## src/rtl/reflex_pkg.sv

```systemverilog
// Shared types and constants for the reflex-game blocks: FSM states, LED width default,
// LFSR polynomial and the round counter width.
package reflex_pkg;

    typedef enum logic [2:0] {
        IDLE,
        ARM,
        SHOW,
        RESULT,
        DONE
    } state_e;

    localparam int          LED_W_DEF   = 16;
    localparam int          ROUND_CNT_W = 6;
    // Galois right-shift mask for x^16 + x^14 + x^13 + x^11 + 1.
    localparam logic [15:0] LFSR_TAPS   = 16'hB400;

    function automatic logic [15:0] lfsr_step(input logic [15:0] s);
        return s[0] ? ((s >> 1) ^ LFSR_TAPS) : (s >> 1);
    endfunction

endpackage

```

## src/rtl/lfsr16.sv

```systemverilog
// Free-running 16-bit Galois LFSR with a parameterised reset seed; steps every clock.
module lfsr16
    import reflex_pkg::*;
#(
    parameter logic [15:0] SEED = 16'hACE1
) (
    input  logic        clk,
    input  logic        rst,
    output logic [15:0] value_o
);

    generate
        if (SEED == 16'h0000) begin : g_bad_seed
            $error("lfsr16: SEED must be nonzero or the LFSR locks up");
        end
    endgenerate

    logic [15:0] lfsr_q;

    always_ff @(posedge clk) begin
        // NOTE: registers take <= so every flop samples pre-edge values, independent of block order.
        if (!rst) begin
            lfsr_q <= SEED;
        end else begin
            lfsr_q <= lfsr_step(lfsr_q);
        end
    end

    assign value_o = lfsr_q;

endmodule

```

## src/rtl/led_target_gen.sv

```systemverilog
// Reflex-game stimulus: shows a random one-hot target, scores a held match as hit or a timeout as miss.
// Optional: define LED_TARGET_RANDOM_GAP_EN to insert a random 1..8 tick pause before each target.
module led_target_gen
    import reflex_pkg::*;
#(
    parameter int          LED_W         = LED_W_DEF,
    parameter int          ROUND_MAX     = 32,
    parameter int          HOLD_TICKS    = 2,
    parameter int          TIMEOUT_TICKS = 8,
    parameter logic [15:0] LFSR_SEED     = 16'hACE1
) (
    input  logic                   clk,
    input  logic                   rst,
    input  logic                   tick,
    input  logic                   start,
    input  logic                   time_up,
    input  logic [LED_W-1:0]       sw,
    output logic [LED_W-1:0]       led,
    output logic                   hit,
    output logic                   miss,
    output logic [ROUND_CNT_W-1:0] round_cnt,
    output logic                   busy,
    output logic                   done
);

    localparam int SEL_W  = $clog2(LED_W);
    localparam int HOLD_W = $clog2(HOLD_TICKS + 1);
    localparam int TO_W   = $clog2(TIMEOUT_TICKS + 1);

    generate
        if (ROUND_MAX < 1 || ROUND_MAX > 63) begin : g_bad_round_max
            $error("led_target_gen: ROUND_MAX must be within 1..63");
        end
        if (LED_W < 2 || LED_W > 16 || (LED_W & (LED_W - 1)) != 0) begin : g_bad_led_w
            $error("led_target_gen: LED_W must be a power of two within 2..16");
        end
        if (HOLD_TICKS < 1 || TIMEOUT_TICKS < 1) begin : g_bad_ticks
            $error("led_target_gen: HOLD_TICKS and TIMEOUT_TICKS must be at least 1");
        end
    endgenerate

    logic [15:0] lfsr;

    lfsr16 #(.SEED(LFSR_SEED)) u_lfsr (
        .clk     (clk),
        .rst     (rst),
        .value_o (lfsr)
    );

    state_e                 state_q, state_d;
    logic [LED_W-1:0]       target_q, target_d;
    logic [HOLD_W-1:0]      hold_q, hold_d;
    logic [TO_W-1:0]        to_q, to_d;
    logic [ROUND_CNT_W-1:0] rnd_q, rnd_d;
    logic                   scored_q, scored_d;

    logic [LED_W-1:0]       pick_raw, pick;
    logic [ROUND_CNT_W-1:0] rnd_inc;
    logic                   sw_zero, match, show_now;
    logic                   unused_lfsr_bits;

    // A repeat of the previous target is nudged one position left so the player always sees a change.
    assign pick_raw = LED_W'(1) << lfsr[SEL_W-1:0];
    assign pick     = (pick_raw == target_q) ? {pick_raw[LED_W-2:0], pick_raw[LED_W-1]} : pick_raw;

    assign sw_zero  = (sw == '0);
    assign match    = (sw == target_q);
    assign rnd_inc  = (rnd_q == '1) ? rnd_q : rnd_q + ROUND_CNT_W'(1);
    assign unused_lfsr_bits = ^lfsr[15:SEL_W];

`ifdef LED_TARGET_RANDOM_GAP_EN
    logic       armed_q, armed_d;
    logic [3:0] gap_q, gap_d;
    logic [3:0] gap_len_q, gap_len_d;

    // Pause length tracks the LFSR until the cycle ARM is entered, which latches it for the round.
    always_comb begin
        armed_d   = armed_q;
        gap_d     = gap_q;
        gap_len_d = gap_len_q;
        if (state_q != ARM) begin
            armed_d   = 1'b0;
            gap_len_d = {1'b0, lfsr[2:0]} + 4'd1;
        end else if (armed_q && !sw_zero) begin
            armed_d = 1'b0;
        end else if (tick && sw_zero) begin
            if (!armed_q) begin
                armed_d = 1'b1;
                gap_d   = gap_len_q;
            end else begin
                gap_d = gap_q - 4'd1;
            end
        end
    end

    always_ff @(posedge clk) begin
        if (!rst) begin
            armed_q   <= 1'b0;
            gap_q     <= 4'd0;
            gap_len_q <= 4'd1;
        end else begin
            armed_q   <= armed_d;
            gap_q     <= gap_d;
            gap_len_q <= gap_len_d;
        end
    end

    assign show_now = armed_q && tick && sw_zero && (gap_q == 4'd1);
`else
    assign show_now = tick && sw_zero;
`endif

    always_comb begin
        // NOTE: every variable gets a default first so no path leaves it unassigned (no latch).
        state_d  = state_q;
        target_d = target_q;
        hold_d   = hold_q;
        to_d     = to_q;
        rnd_d    = rnd_q;
        scored_d = scored_q;

        case (state_q)
            IDLE: begin
                if (start) begin
                    state_d = ARM;
                    rnd_d   = '0;
                end
            end
            ARM: begin
                if (time_up) begin
                    state_d = DONE;
                end else if (show_now) begin
                    target_d = pick;
                    hold_d   = '0;
                    to_d     = '0;
                    state_d  = SHOW;
                end
            end
            SHOW: begin
                if (time_up) begin
                    state_d = DONE;
                end else if (tick) begin
                    hold_d = match ? hold_q + HOLD_W'(1) : '0;
                    to_d   = to_q + TO_W'(1);
                    // Hit is tested first so a match completing on the timeout tick still scores.
                    if (hold_d == HOLD_W'(HOLD_TICKS)) begin
                        scored_d = 1'b1;
                        state_d  = RESULT;
                    end else if (to_d == TO_W'(TIMEOUT_TICKS)) begin
                        scored_d = 1'b0;
                        state_d  = RESULT;
                    end
                end
            end
            RESULT: begin
                rnd_d   = rnd_inc;
                state_d = (time_up || rnd_inc == ROUND_CNT_W'(ROUND_MAX)) ? DONE : ARM;
            end
            DONE: begin
                if (start) begin
                    state_d = ARM;
                    rnd_d   = '0;
                end
            end
            default: state_d = IDLE;
        endcase
    end

    always_ff @(posedge clk) begin
        if (!rst) begin
            state_q  <= IDLE;
            target_q <= '0;
            hold_q   <= '0;
            to_q     <= '0;
            rnd_q    <= '0;
            scored_q <= 1'b0;
        end else begin
            state_q  <= state_d;
            target_q <= target_d;
            hold_q   <= hold_d;
            to_q     <= to_d;
            rnd_q    <= rnd_d;
            scored_q <= scored_d;
        end
    end

    assign led       = (state_q == SHOW) ? target_q : '0;
    assign hit       = (state_q == RESULT) && scored_q;
    assign miss      = (state_q == RESULT) && !scored_q;
    assign round_cnt = rnd_q;
    assign busy      = state_q inside {ARM, SHOW, RESULT};
    assign done      = (state_q == DONE);

endmodule
```

## config.mk

```make
export PLATFORM = sky130hd
export DESIGN_NAME = led_target_gen
export DESIGN_NICKNAME = d
export VERILOG_FILES = /design/src/rtl/reflex_pkg.sv /design/src/rtl/lfsr16.sv /design/src/rtl/led_target_gen.sv
export SDC_FILE = /design/constraint.sdc
export NUM_CORES = 1
export LEC_CHECK = 0
export CORE_MARGIN = 2
export CORE_UTILIZATION = 40
export CTS_CLUSTER_SIZE = 16
export DETAILED_ROUTE_END_ITERATION = 10
export GPL_ROUTABILITY_DRIVEN = 0
export GPL_TIMING_DRIVEN = 0
export SKIP_LAST_GASP = 1
export SLEW_MARGIN = 20
export SYNTH_ARGS = -nofsm -noshare
export SYNTH_HDL_FRONTEND = slang
export SYNTH_HIERARCHICAL = 1
export SYNTH_SLANG_ARGS = --single-unit
export TNS_END_PERCENT = 30
```

## constraint.sdc

```tcl
create_clock -name clk -period 2.5 [get_ports clk]
set_clock_uncertainty 0.15 [all_clocks]
set_input_delay 0.25 -clock clk [delete_from_list [all_inputs] [get_ports clk]]
set_output_delay 0.25 -clock clk [all_outputs]
set_load 0.01 [all_outputs]
```

# --- Yosys cells after proc, flatten, opt, wreduce, memory -nomap -nowiden ---
# Index checks and enable logic that the tools add are counted.
op_classes:
  shift: 1
  eq_ne: 18
  reduce_logical: 17
  n_mux: 28
  add_sub_neg: 3
  n_bitwise: 2
op_table:
  columns: ["op", "n"]
  rows:
  - ["16-bit 2-to-1 mux", 3]
  - ["16-bit == test", 2]
  - ["3-bit 2-to-1 mux", 8]
  - ["16-bit zero test", 1]
  - ["4-bit 2-to-1 mux", 4]
  - ["1-bit by 4-bit left shift with 16-bit output (first input constant)", 1]
  - ["6-bit == test (second input constant)", 2]
  - ["6-bit 2-to-1 mux", 2]
  - ["3-bit case mux with 4 select lines", 1]
  - ["6-bit case mux with 2 select lines", 1]
  - ["2-bit 2-to-1 mux", 5]
  - ["2-bit inequality test (second input constant)", 4]
  - ["4-bit case mux with 2 select lines", 1]
  - ["4-bit AND reduction", 2]
  - ["6-bit by 1-bit adder with 6-bit output (second input constant)", 1]
  - ["3-bit by 2-bit == test with 1-bit output (second input constant)", 2]
  - ["3-bit inequality test (second input constant)", 2]
  - ["2-bit nonzero test", 3]
  - ["5-bit AND reduction", 1]
  - ["4-bit by 1-bit adder with 4-bit output (second input constant)", 1]
  - ["4-bit == test (second input constant)", 1]
  - ["4-bit inequality test (second input constant)", 1]
  - ["3-bit inverter with 4-bit output", 1]
  - ["2-bit case mux with 2 select lines", 1]
  - ["15 further kinds", 18]
totals:
  word_cells: 76
  ff_bits: 48
  output_inout_bits: 26
  in_bits: 21

# --- Logic depth before layout (Yosys ltp) ---
# Gate-level depths: netlist of the first run.
depth:
  depth_word: 7
  mapped_depth: 9
  mapped_depth_nobuf: 7

# --- Modules after synthesis ---
# The synthesis of the first run kept the hierarchy.
modules_own_cells:
  columns: ["module", "area_each_um2", "cells_per_inst", "seq_area_each_um2", "instances"]
  rows:
  - ["led_target_gen", 2643.8, 354, 640.6, 1]
  - ["lfsr16", 452.9, 36, 320.3, 1]

# --- Least setup slack after synthesis of the first run ---
# Ideal clock, no wire load.
synth_timing:
  path_type: "register to register"
  from: "register u_lfsr.lfsr_q[0], in the netlist u_lfsr/value_o[0]"
  to: "register target_q[5]"
  arrival_ns: 2.053
  setup_time_ns: 0.079
  setup_slack_ns: 0.218
  path_stages_with_launch: 8
  n_path_buf: 1
  t_required_ns: 2.271
  synth_period_minus_slack_ns: 2.282
  path_cell_list: "dfxtp_1 -> buf_2 -> nor4_1 -> or4_1 -> a32oi_2 -> nand4_4 -> or3_1 -> o211ai_1"
synth_via:
  elab_chain_cells: 3
synth_lines:
  columns: ["item", "line_no", "text"]
  rows:
  - ["start, declared", "lfsr16.sv:18", "logic [15:0] lfsr_q;"]
  - ["start signal, assigned", "lfsr16.sv:25", "lfsr_q <= lfsr_step(lfsr_q);"]
  - ["1-bit by 4-bit left shift with 16-bit output *", "led_target_gen.sv:63", "assign pick_raw = LED_W'(1) << lfsr[SEL_W-1:0];"]
  - ["16-bit == test", "led_target_gen.sv:64", "assign pick = (pick_raw == target_q) ? {pick_raw[LED_W-2:0], pick_raw[LED_W-1]} : pick_raw;"]
  - ["16-bit 2-to-1 mux *", "led_target_gen.sv:64", null]
  - ["end signal, assigned", "led_target_gen.sv:179", "target_q <= target_d;"]
  - ["end, declared", "led_target_gen.sv:51", "logic [LED_W-1:0] target_q, target_d;"]
# Mark *: on every way between the ends. The rest lies on a longest branch, timed or not.
# A chain may end at the register's enable or synchronous reset.

# --- Worst setup path after layout of the first run ---
layout_timing:
  from: "register u_lfsr.lfsr_q[2], in the netlist u_lfsr/value_o[2]"
  to: "register target_q[6]"
# Same word-level chain as after synthesis.

==> run metrics, run 1 <==
run status=complete, no violations; final WL=9210 um; share of layout cells above drive strength 1=11.4%; global-route wire length before repair=14600 um; commonest non-fill, non-tap cell in the layout=clkdlybuf4s50_1; Async SR Flop Fraction=0%; type of element launching the critical path=flip-flop; flops & latches, synth=48; Gate Count Post-Synth=390; Max Fanout on Critical Path=10; Row Count=32; most frequent cells in the layout=46 x clkdlybuf4s50_1, 45 x dfxtp_1, 39 x nand2_1; GRT Overall Usage=21.7%; Syn Area/Cell=7.94 um^2; Clock H-tree levels=2; largest net degree at the start of global routing=17; Worst-Skew Late Latency=0.31 ns; die area=8460 um^2; worst slew pin tran=0.614 ns; CTS sink count=48; area delta synth->final=26.7%; fin crit share=95.7%; P_sw=0.425 mW; synthesized area=3100 um^2; Clock Pin Slew Worst Setup and Hold Paths=0.09 ns; Post-CTS Hold Buffers=0; Num CTS Buffers=5; sequential share of power=49.4%; fmax=418 MHz; total of max-cap violations=0; WHS=0.267 ns; grt ovf=0; Clock Tree Buf Depth=2; Tot Pwr=1.62 mW; Max transition margin=58.7%; Buffers on Ports=46; DRT antenna net count=0; Die X=92.0 um; Max IR drop VDD=0.241 mV; Total Neg Setup Slack=0 ns; CP Capture Type=flip-flop; DRC Markers=0; critical path type=flip-flop to flip-flop; IO Pins=47; Yosys top cell area share=31.0%; RSZ-0062 raised after global routing=true; Core Box Area=7610 um^2; die height=92.0 um; final hold vios=0; vias=3088; Period minus WS final=2.39 ns; area leader, netlist=dfxtp_1; Setup-failing EPs final=0; root buffer cell=clkbuf_8; WL/cell=16.8 um; Initial DRT Pass Iterations=4; Leak=1.44 nW; Clk network pwr share=36.5%; main area contributors after synthesis=dfxtp_1 31%, and2_1 6.3%, xor2_1 5.4%, nand2_1 4.7%, o21ai_0 4.4%; Post-synth EDFFs=0; CTS tree=yes; Final nets=468; Yosys warnings=6; Detail Placement HPWL=6640 um; diode count=0; Hold WC Path Type=flip-flop to flip-flop; initial antenna violation count=0; sequential fraction of the synthesis area=31.0%; Comb power frac=14.1%; Crit path arrival time=2.45 ns; Cell Pwr Density=412 nW/um^2; Top FF cell, synth=dfxtp_1; Worst Path Required=2.55 ns; Starting DRT DRC Count=135; sw frac=26.3%; Initial Util=40.7%; routed vias/inst=5.64; syn_nets=413; Pint=1.19 mW; max-slew violations=0; Unique masters post-synth=59; vias in the first global route=2932
[worst max-delay path, stage by stage, from the launching register on]
cell     delay [ns]
dfxtp_1        0.33
buf_4          0.16
and4b_1        0.25
or4_1          0.43
a32oi_2        0.28
nand4_4        0.18
buf_6          0.19
a41oi_1        0.23
nand2_1        0.08
[power groups by stage]
stage               Clock (mW)  Sequential [mW]  Combinational (mW)
floorplan                    0            0.809               0.134
global placement             0            0.812               0.218
detailed placement           0            0.812               0.217
CTS                      0.607            0.795               0.222
global route             0.639            0.803               0.246
finish                   0.590            0.799               0.227
[cells in the mapped netlist, drive strengths merged, types with 7 or more instances]
cell type and instances:
nor3 9, o21ai 27, buf 11, a21oi 17, dfxtp 48, nor2 35, nand3b 7, and2 32
nand3 10, nand2 39, nand2b 12, nand4 7, clkbuf 12, nor4 8, xor2 19, nor2b 9
[stage by stage]
step | worst slack, ns | cells | instance area (um^2) | util (%)
final | 0.107 | 548 | 3920 | 51.6
after floorplan | 0.218 | 390 | 3100 | -
after CTS | -0.150 | 545 | 3830 | 50.3
after global placement | -0.364 | 538 | 3680 | 48.4
after global routing | -0.0259 | 548 | 3920 | 51.6
after detailed placement | -0.373 | 538 | 3680 | 48.4
[cell families (layout without fill, tap and decap cells)]
kind of cell / count (synthesis) / count (layout) / synth area share [%]
buf+inv: 26 / 82 / 4.40
mux: 3 / 3 / 1.01
xor+xnor: 22 / 22 / 6.22
simple gates: 207 / 207 / 38.3
flops: 48 / 48 / 31.0
compound gates: 82 / 82 / 18.2
fa+ha+maj: 2 / 2 / 0.808
[flip-flops by register name (all words and copies together) (netlist names)]
register and count:
round_cnt 6, scored_q 1, target_q 16, state_q 3
to_q 4, u_lfsr/value_o 16, hold_q 2
[routing by layer]
layer	global-route usage, %	vias to the layer above	wire length, um
met1	28.1	1435	4130
met4	9.58	0	212
li1	-	1530	-
met3	3.62	20	486
met2	35.5	103	4380
met5	0	-	0
[timing repair]
item / 4_1_cts / 5_1_grt
resized for setup: 9 / 30
setup buffers: 0 / 4
endpoints found under the setup margin: 27 / 33
pin swaps: 0 / 5
[path summary, 6_finish.rpt]
| kind | start | to | slack, ns | cells after the start |
|---|---|---|---|---|
| setup / recovery | u_lfsr/value_o[2] | target_q[6] | 0.11 | 8 |
| hold reg to reg | u_lfsr/value_o[8] | u_lfsr/value_o[7] | 0.27 | 1 |
| setup reg to reg | u_lfsr/value_o[2] | target_q[6] | 0.11 | 8 |
| hold / removal | u_lfsr/value_o[8] | u_lfsr/value_o[7] | 0.27 | 1 |
[cell type report]
| class | count | area [um^2] |
|---|---|---|
| Buffer | 21 | 139 |
| Clock buffer | 5 | 68.8 |
| Clock inverter | 3 | 46.3 |
| Fill cell | 741 | 3680 |
| Inverter | 3 | 11.3 |
| Multi-Input combinational cell | 316 | 2070 |
| Sequential cell | 48 | 970 |
| Tap cell | 102 | 128 |
| Timing Repair Buffer | 50 | 490 |
Power figures use the tool's default switching activity.
==> run 2: changes to the inputs <==
Settings changed: SETUP_SLACK_MARGIN set to 0.15.
==> run 2 against run 1 <==
Clock power increased by 1%; sequential share of layout area shrank 1.4 points; setup slack gained 0.032 ns; register-to-register slack better by 0.05 ns; critical path type is now flip-flop to output port; largest cell class unchanged.
==> run metrics, run 2 (synthesis results as in run 1) <==
Cell Pwr Density=399 nW/um^2; CTS sink count=48; critical path type=flip-flop to output port; WL/cell=17.5 um; die area=8460 um^2; Post-CTS Hold Buffers=0; Core Box Area=7610 um^2; Detail Placement HPWL=6640 um; run status=complete, no violations; root buffer cell=clkbuf_8; Max transition margin=57.5%; Period minus WS final=2.36 ns; Leak=1.54 nW; Num CTS Buffers=5; RSZ-0062 raised after global routing=true; initial antenna violation count=0; Comb power frac=16.3%; grt ovf=0; diode count=0; vias in the first global route=2991; total of max-cap violations=0; commonest non-fill, non-tap cell in the layout=clkdlybuf4s50_1; Crit path arrival time=1.96 ns; Max IR drop VDD=0.241 mV; fmax=424 MHz; Max Fanout on Critical Path=10; max-slew violations=0; fin crit share=94.4%; Final nets=480; Placed Instances=538; Clock H-tree levels=2; worst slew pin tran=0.631 ns; Row Count=32; Starting DRT DRC Count=184; fillcell total=721; Total Neg Setup Slack=0 ns; share of layout cells above drive strength 1=17.2%; Worst-Skew Late Latency=0.31 ns; GRT Overall Usage=22.1%; Clock Pin Slew Worst Setup and Hold Paths=0.10 ns; Placement Setup Slack=-0.373 ns; vias=3220; Setup-failing EPs final=0; P_sw=0.448 mW; sw frac=27.0%; global-route wire length before repair=14800 um; Post-DP Area=3680 um^2; die height=92.0 um; area delta synth->final=34.4%; final WL=9820 um; fin area=4160 um^2; DRT antenna net count=0; CP Capture Type=output port; type of element launching the critical path=flip-flop; Initial DRT Pass Iterations=5; Clk network pwr share=35.9%; Worst Path Required=2.10 ns; Hold WC Path Type=flip-flop to flip-flop; Clock Tree Buf Depth=2; largest net degree at the start of global routing=17; Initial Util=40.7%; CTS tree=yes; sequential share of power=47.8%; routed vias/inst=5.75; Pint=1.21 mW; Buffers on Ports=46; IO Pins=47; Die X=92.0 um; Final WS setup=0.140 ns; DRC Markers=0; Non-Filler Instances=560; most frequent cells in the layout=45 x clkdlybuf4s50_1, 44 x dfxtp_1, 39 x nand2_1; final hold vios=0
==> run 2: changes by cell type in the layout (fill, tap and decap cells not counted), sizes merged <==
cell | previous run | this run
buf | 14 | 24
clkbuf | 16 | 17
dlymetal6s2s | 0 | 1
nand4 | 7 | 8
clkdlybuf4s50 | 46 | 45
==> run 2: area by class of cell <==
| cell class | count | area [um^2] | area share, % |
|---|---|---|---|
| clock inverter | 3 | 46.3 | 1.11 |
| inverter | 3 | 11.3 | 0.271 |
| tap | 102 | 128 | 3.07 |
| buffer | 23 | 183 | 4.39 |
| timing repair buffer | 59 | 557 | 13.4 |
| sequential | 48 | 971 | 23.3 |
| clock buffer | 5 | 68.8 | 1.65 |
| multi-input combinational | 317 | 2200 | 52.8 |
==> run 2: final timing paths <==
check	from	to	slack, ns	cells after the start
setup reg to reg	u_lfsr/value_o[2]	target_q[7]	0.16	8
hold reg to reg	u_lfsr/value_o[8]	u_lfsr/value_o[7]	0.27	1
hold / removal	u_lfsr/value_o[8]	u_lfsr/value_o[7]	0.27	1
setup / recovery	state_q[0]	led[8]	0.14	6
==> run 2: through the flow <==
| stage | power [mW] | hold slack [ns] | utilization (%) |
|---|---|---|---|
| floorplan | 0.943 | 0.173 | - |
| global placement | 1.03 | 0.239 | 48.4 |
| detailed placement | 1.03 | 0.246 | 48.4 |
| CTS | 1.64 | 0.273 | 51.8 |
| global route | 1.73 | 0.281 | 54.7 |
| finish | 1.66 | 0.267 | 54.7 |
==> run 2: critical path: stages (launching register included) <==
cell	delay, ns
dfxtp_1	0.31
clkbuf_2	0.17
nand2b_4	0.19
nor2_4	0.13
clkbuf_8	0.17
and2_1	0.14
clkdlybuf4s50_1	0.53
==> run 2: what timing repair did <==
action,CTS,global route
pin swaps,5,8
setup buffers,5,5
gates cloned,1,3
gates resized for setup,30,38
endpoints found under the setup margin,33,29
==> run 2: per-layer routing <==
metal | part of all wire (%) | global-route usage (%) | wire (um)
met1 | 42 | 28.4 | 4170
met2 | 49 | 36.3 | 4820
met3 | 6.3 | 3.62 | 615
met4 | 2.2 | 9.83 | 215
met5 | 0 | 0 | 0
==> run 2: power groups by stage <==
stage	clock network, mW	registers (mW)	logic [mW]
global placement	0	0.812	0.218
detailed placement	0	0.812	0.217
floorplan	0	0.809	0.134
CTS	0.607	0.794	0.235
global route	0.640	0.796	0.290
finish	0.596	0.794	0.271
==> run 3: changes to the inputs <==
Settings changed: HOLD_SLACK_MARGIN set to 0.15, SLEW_MARGIN 20 to 40.
==> results of run 3 <==
Same layout as run 2: the final DEF is identical, and so are final timing and power.
